`src/rtl/alu_pkg.sv`:
```
// alu_pkg: opcodes, FSM states and the queued request layout shared by the ALU command sequencer
package alu_pkg;
    typedef enum logic [3:0] {OP_ADD = 4'd0, OP_SUB = 4'd1, OP_MUL = 4'd2, OP_DIV = 4'd3} op_e;
    localparam logic [3:0] OP_MAX = 4'd3;
    localparam int TAG_MAX_W = 8;
    typedef enum logic [1:0] {IDLE, ISSUE, WAIT, RESP} state_e;
    typedef struct packed {
        logic [7:0]           a;
        logic [7:0]           b;
        logic [3:0]           op;
        logic [TAG_MAX_W-1:0] tag;
    } req_t;
    function automatic logic is_legal(req_t r);
        return r.op <= OP_MAX && !(r.op == OP_DIV && r.b == 8'd0);
    endfunction
endpackage

```
`src/rtl/alu_req_fifo.sv`:
```
// alu_req_fifo: synchronous FIFO with a count register separating full from empty
module alu_req_fifo #(
    parameter int DEPTH = 4,
    parameter int W     = 8
) (
    input  logic                   clk,
    input  logic                   rst,
    input  logic                   push,
    input  logic [W-1:0]           din,
    input  logic                   pop,
    output logic [W-1:0]           dout,
    output logic                   full,
    output logic                   empty,
    output logic [$clog2(DEPTH):0] count
);
    localparam int AW = $clog2(DEPTH);
    localparam logic [AW:0] FULL_CNT = (AW + 1)'(DEPTH);
    logic [W-1:0] r_mem [DEPTH];
    logic [AW-1:0] r_wr, r_rd;
    logic [AW:0] r_cnt;
    logic w_push, w_pop;
    assign w_pop  = pop && r_cnt != '0;
    assign w_push = push && (r_cnt != FULL_CNT || w_pop);
    assign dout   = r_mem[r_rd];
    assign full   = r_cnt == FULL_CNT;
    assign empty  = r_cnt == '0;
    assign count  = r_cnt;
    always_ff @(posedge clk)
        if (w_push) r_mem[r_wr] <= din;
    always_ff @(posedge clk) begin
        if (rst) begin
            r_wr  <= '0;
            r_rd  <= '0;
            r_cnt <= '0;
        end else begin
            if (w_push) r_wr <= r_wr + AW'(1);
            if (w_pop) r_rd <= r_rd + AW'(1);
            r_cnt <= r_cnt + (AW + 1)'(w_push) - (AW + 1)'(w_pop);
        end
    end
endmodule

```
`src/rtl/alu_cmd_sequencer.sv`:
```
// alu_cmd_sequencer: queues tagged ALU requests, issues them one at a time and returns tagged results
module alu_cmd_sequencer
    import alu_pkg::*;
#(
    parameter int DEPTH   = 4,
    parameter int TAG_W   = 4,
    parameter int ALU_LAT = 1
) (
    input  logic             clk,
    input  logic             rst,
    input  logic             req_valid,
    output logic             req_ready,
    input  logic [7:0]       req_a,
    input  logic [7:0]       req_b,
    input  logic [3:0]       req_op,
    input  logic [TAG_W-1:0] req_tag,
    output logic [7:0]       alu_a,
    output logic [7:0]       alu_b,
    output logic [3:0]       alu_sel,
    input  logic [15:0]      alu_out,
    input  logic             alu_carry,
    output logic             rsp_valid,
    input  logic             rsp_ready,
    output logic [15:0]      rsp_data,
    output logic             rsp_carry,
    output logic             rsp_err,
    output logic [TAG_W-1:0] rsp_tag,
    output logic             busy
);
    localparam int CW = $clog2(ALU_LAT + 1);
    localparam int AW = $clog2(DEPTH);
    state_e r_state, w_next;
    req_t w_push_data, w_head;
    logic w_full, w_empty, w_pop, w_legal, w_load, w_screen, w_capture, w_done;
    logic [AW:0] w_count;
    logic [CW-1:0] r_lat;
    logic [TAG_W-1:0] r_tag;
    assign req_ready   = !w_full;
    assign w_push_data = '{a: req_a, b: req_b, op: req_op, tag: TAG_MAX_W'(req_tag)};
    assign w_legal     = is_legal(w_head);
    assign busy        = w_count != '0 || r_state != IDLE;
    alu_req_fifo #(.DEPTH(DEPTH), .W($bits(req_t))) u_fifo (
        .clk   (clk),
        .rst   (rst),
        .push  (req_valid && req_ready),
        .din   (w_push_data),
        .pop   (w_pop),
        .dout  (w_head),
        .full  (w_full),
        .empty (w_empty),
        .count (w_count)
    );
    always_ff @(posedge clk)
        r_state <= rst ? IDLE : w_next;
    always_comb begin
        w_next = r_state;
        case (r_state)
            IDLE:    w_next = w_pop ? (w_legal ? ISSUE : RESP) : IDLE;
            ISSUE:   w_next = WAIT;
            WAIT:    w_next = r_lat == CW'(1) ? RESP : WAIT;
            RESP:    w_next = rsp_ready ? IDLE : RESP;
            default: w_next = IDLE;
        endcase
    end
    always_comb begin
        w_pop     = r_state == IDLE && !w_empty && !rsp_valid;
        w_load    = w_pop && w_legal;
        w_screen  = w_pop && !w_legal;
        w_capture = r_state == WAIT && r_lat == CW'(1);
        w_done    = r_state == RESP && rsp_valid && rsp_ready;
    end
    // The head entry is gone once popped, so its tag is kept for the later capture.
    always_ff @(posedge clk) begin
        if (rst) begin
            alu_a     <= '0;
            alu_b     <= '0;
            alu_sel   <= '0;
            r_lat     <= '0;
            r_tag     <= '0;
            rsp_valid <= 1'b0;
            rsp_data  <= '0;
            rsp_carry <= 1'b0;
            rsp_err   <= 1'b0;
            rsp_tag   <= '0;
        end else begin
            if (w_load) begin
                alu_a   <= w_head.a;
                alu_b   <= w_head.b;
                alu_sel <= w_head.op;
            end
            if (w_pop) r_tag <= TAG_W'(w_head.tag);
            r_lat <= r_state == ISSUE ? CW'(ALU_LAT) : r_state == WAIT ? r_lat - CW'(1) : r_lat;
            if (w_screen || w_capture) begin
                rsp_valid <= 1'b1;
                rsp_data  <= w_capture ? alu_out : '0;
                rsp_carry <= w_capture && alu_carry;
                rsp_err   <= w_screen;
                rsp_tag   <= w_screen ? TAG_W'(w_head.tag) : r_tag;
            end else if (w_done) begin
                rsp_valid <= 1'b0;
            end
        end
    end
endmodule

```
`config.mk`:
```
export PLATFORM = sky130hd
export DESIGN_NAME = alu_cmd_sequencer
export DESIGN_NICKNAME = d
export VERILOG_FILES = /design/src/rtl/alu_pkg.sv /design/src/rtl/alu_req_fifo.sv /design/src/rtl/alu_cmd_sequencer.sv
export SDC_FILE = /design/constraint.sdc
export NUM_CORES = 1
export LEC_CHECK = 0
export BUFFER_PORTS_ARGS = -buffer_cell sky130_fd_sc_hd__buf_2
export CAP_MARGIN = 30
export CORE_AREA = 10 10 121 123
export CTS_CLUSTER_SIZE = 10
export DETAILED_ROUTE_END_ITERATION = 10
export DIE_AREA = 0 0 131 133
export PLACE_DENSITY = 0.76
export REMOVE_ABC_BUFFERS = 1
export SYNTH_ARGS = -nofsm -noshare
export SYNTH_HDL_FRONTEND = slang
export SYNTH_HIERARCHICAL = 1
export SYNTH_SLANG_ARGS = --single-unit
```
`constraint.sdc`:
```
create_clock -name clk -period 4.5 [get_ports clk]
set_input_delay 0.45 -clock clk [delete_from_list [all_inputs] [get_ports clk]]
set_output_delay 0.45 -clock clk [all_outputs]
set_load 0.005 [all_outputs]
```
Yosys cells after proc, flatten, opt, wreduce, memory -nomap -nowiden
Memory sizes are Yosys's and may differ from the RTL's. A register that Yosys moved wholly into a read port is not among the register bits.
Cells that the tools add are included.
Storage, ports and cells
  output and inout bits: 45
  bits in registers: 57
  memories kept: 1
  word-level logic and storage cells: 70
  memory bits (writable): 96
Memories
  u_fifo.r_mem: words 4, bits a word 24, rd ports 1, clocked after Yosys merged registers in 1, write ports 1, RTL line alu_req_fifo.sv:18  | logic [W-1:0] r_mem [DEPTH];
Cells by class
  reductions and logical operators: 28
  multiplexer cells: 15
  equality and inequality tests: 6
  add/sub/neg operators: 5
  $lt $le $gt $ge: 1
Operators by type and width (count)
  16-bit two-way mux: 1
  1-bit logical AND: 13
  2-bit two-way mux: 5
  8-bit zero test: 1
  2-bit case mux with 4 select lines: 1
  1-bit two-way mux: 7
  2-bit nonzero test: 3
  1-bit zero test: 5
  2-bit by 1-bit adder with 2-bit output, second input constant: 2
  2-bit == test, second input constant: 2
  4-bit by 2-bit == test with 1-bit output, second input constant: 1
  4-bit by 2-bit less-or-equal comparator with 1-bit output, second input constant: 1
  4-bit two-way mux: 1
  3-bit by 1-bit adder with 3-bit output: 1
  3-bit == test, second input constant: 1
  3-bit zero test: 1
  1-bit logical OR: 3
  3-bit inequality test, second input constant: 1
  3-bit nonzero test: 1
  3-bit by 1-bit subtractor with 3-bit output: 1
  2-bit by 1-bit == test with 1-bit output, second input constant: 1
  2-bit zero test: 1
  1-bit subtractor, second input constant: 1

Depth between registers and ports, before layout
  depth in word-level cells: 9
  mapped depth: 13
  depth with buffers taken out: 12

Modules after synthesis
Netlist, hierarchy kept.
By module, submodules not included
  alu_req_fifo: area each 4531.8 um2, cells an instance 194, instances 1
  alu_cmd_sequencer: area each 2019.4 um2, cells an instance 219, instances 1

Worst setup path before layout
OpenSTA, ideal clock, no wires.
  kind: flip-flop to flip-flop
  from: reg (tool-made name)
  to: reg rsp_data[10]
  stages on the path, launching flop included: 9
  arrival: 2.650 ns
  path slack: 1.733 ns
  setup time: 0.117 ns
  buffers on the path: 3
  cells stage by stage: dfxtp_1 -> buf_6 -> buf_12 -> mux4_2 -> or4b_4 -> o41ai_4 -> a221oi_2 -> buf_2 -> a22o_1
RTL lines
  end signal, assigned: RTL line alu_cmd_sequencer.sv:95  | rsp_data <= w_capture ? alu_out : '0;
  end, declared: RTL line alu_cmd_sequencer.sv:24  | output logic [15:0] rsp_data,

==> out/qor.txt <==
==========================================================================================
Result of the run                                                             complete, no violations
Via count of the first global-routing pass                                            3487
Detailed router's first-iteration violation count                                      238
Worst IR drop on VDD                                                           0.0004746 V
Post-synthesis instance area                                                      5977 um2
Final-report hold violation count                                                        0
Antenna violation net count after detailed routing                                       0
Gate count after technology mapping                                                    392
Sort of element at the start of the critical path                                flip-flop
Period utilization                                                                  73.93%
Unrepaired setup endpoints after global routing                                      false
Number of iterations in the first detailed-routing pass                                  4
Synthesized area per cell                                                        15.25 um2
Die outline width                                                                   131 um
Global route total overflow                                                              0
Cell depth of the worst hold path                                                        2
Total wire length                                                                 11460 um
H-tree level count                                                                       4
Clock root buffer master                                                         clkbuf_16
GR met3 Demand/Resource                                                             4.555%
Detail-routed net length per standard cell                                        17.08 um
Total placed instance area                                                        6569 um2
Insertion delay to the later sink of the worst-skew pair                           0.41 ns
Fmax                                                                             300.6 MHz
Pin count of the biggest net entering global routing                                    46
Count of buffers from port buffering                                                    89
Via count normalized by instance count                                               5.170
Critical Path AT                                                                   3.63 ns
Clock edge transition at the registers on the reported setup and hold paths        0.06 ns
Number of antenna repair diodes                                                          0
PnR Total Power                                                                 0.004329 W
Residual DRC count                                                                       0
Final Skew                                                                      0.01016 ns
Area growth syn-to-layout                                                           19.91%
Global route hottest layer                                                            met2
Full die area                                                                    17420 um2
Core Area                                                                        12360 um2
Highest net fanout along the worst path                                                 44
I/O pin total                                                                           90
Max-cap violation count                                                                  0
Total clock buffers created by CTS                                                      17
Initial antenna violation count                                                          0
Met1 usage in global routing                                                        15.97%
DPL Wire Length                                                                    7674 um
Worst hold start                                                                alu_out[5]
Number of placement rows                                                                41
Global-route usage over all layers                                                  13.22%
Worst slew margin                                                                   32.83%
Static leakage power                                                              2.741 nW
Maximum clock path buffer count                                                          2
Data required time at the worst endpoint                                           4.80 ns
Total Negative Setup Slacks                                                           0 ns
Wire length of the first global-routing pass                                      17860 um
Final instance area                                                               7167 um2
Synth Warn #                                                                             6
Number of clock sinks                                                                  155
Height of the die                                                                   133 um
RD Place Congestion                                                                 0.7485
Final count of pins violating max slew                                                   0
Setup slack of the worst register-to-register path                                 1.17 ns
Number of nets in the finished design                                                  542
Number of cells traversed by the worst register-to-register path                         7
Pin slew with the least headroom to its limit                                     1.004 ns
Total of endpoints with negative setup slack in the final report                         0
Cells resized by post-CTS repair                                                         0
Setup crit end kind                                                              flip-flop
Via count                                                                             3469
Layout cell share with drive strength beyond 1                                      32.46%
# hold bufs at CTS                                                                       0
Met2 GRT Util                                                                       21.77%
Effective utilization at floorplan                                                  48.35%
Total setup buffers inserted after CTS                                                   0
Clock tree from TritonCTS                                                              yes
Classification of the worst setup path                                             reg2reg
Min cycle time layout                                                             3.327 ns
Class of the tightest hold or removal check                                         in2reg
PD cells                                                                      604.0 nW/um2
==========================================================================================
==> power by group <==
group / switching (W) / internal, W / total, W
clock: 0.000570 / 0.000827 / 0.00140
sequential: 0.000144 / 0.00176 / 0.00191
combinational: 0.000567 / 0.000457 / 0.00102
total: 0.00128 / 0.00305 / 0.00433
==> final timing paths <==
path,endpoint
max,rsp_data[0]$_SDFFE_PP0P_
min,rsp_data[5]$_SDFFE_PP0P_
max reg2reg,rsp_data[0]$_SDFFE_PP0P_
min reg2reg,rsp_err$_SDFFE_PP0P_
==> layer usage <==
metal	vias to the layer above	share of wire, %
met4	0	0.74
li1	1665	-
met5	-	0
met2	108	49
met3	11	6.4
met1	1685	44
==> metrics by stage <==
step / instances / utilization, % / setup slack (ns) / hold slack, ns
5_1_grt: 671 / 57.97 / 0.9517 / 0.2364
3_5_place_dp: 638 / 53.13 / 1.142 / 0.4526
6_report: 671 / 57.97 / 1.173 / 0.2442
2_1_floorplan: 369 / - / 0.3875 / 0.4467
4_1_cts: 670 / 57.91 / 1.109 / 0.2276
3_3_place_gp: 638 / 53.13 / 1.216 / 0.4475
==> registers in the layout, summed over array words and instances, names as in the netlist, 2 cells and up, named ones only <==
name	flops
r_tag	4
u_fifo/count	3
u_fifo/r_wr	2
rsp_data	16
alu_a	8
r_state	2
alu_b	8
rsp_tag	4
alu_sel	4
u_fifo/r_mem	96
u_fifo/r_rd	2
==> cells in the final DEF (no fill, tap or decap), types with 2 or more instances in the layout <==
cell type	n
a211oi_1	5
a21oi_1	21
a221oi_1	4
a22o_1	17
and2_1	6
and3_1	4
buf_2	89
buf_4	9
bufinv_16	2
clkbuf_16	17
clkinv_1	2
clkinv_4	3
clkinvlp_4	3
dfxtp_1	58
edfxtp_1	96
ha_1	10
inv_1	30
inv_6	3
inv_8	2
mux2i_1	5
mux4_2	24
nand2_1	6
nand2b_1	3
nor2_1	18
nor2b_1	2
nor3_1	3
nor3b_1	2
nor3b_2	2
o21ai_0	18
or3_1	18
xor2_1	3
==> final cells by class <==
class                      count  area (um2)
fill                         941        5196
sequential                   155        4065
multi-input combinational    184        1670
timing repair buffer          98       513.0
clock buffer                  17       425.4
tap                          172       215.2
clock inverter                15       165.2
inverter                      30       112.6
==> worst max-delay path: stages (launching register included) <==
cell      delay, ns
dfxtp_2        0.76
mux4_2         0.62
or4b_4         0.57
o41ai_4        0.28
buf_4          0.38
a221oi_2       0.10
buf_4          0.24
a22o_1         0.24
No activity file was read; power rests on OpenSTA's default activity.
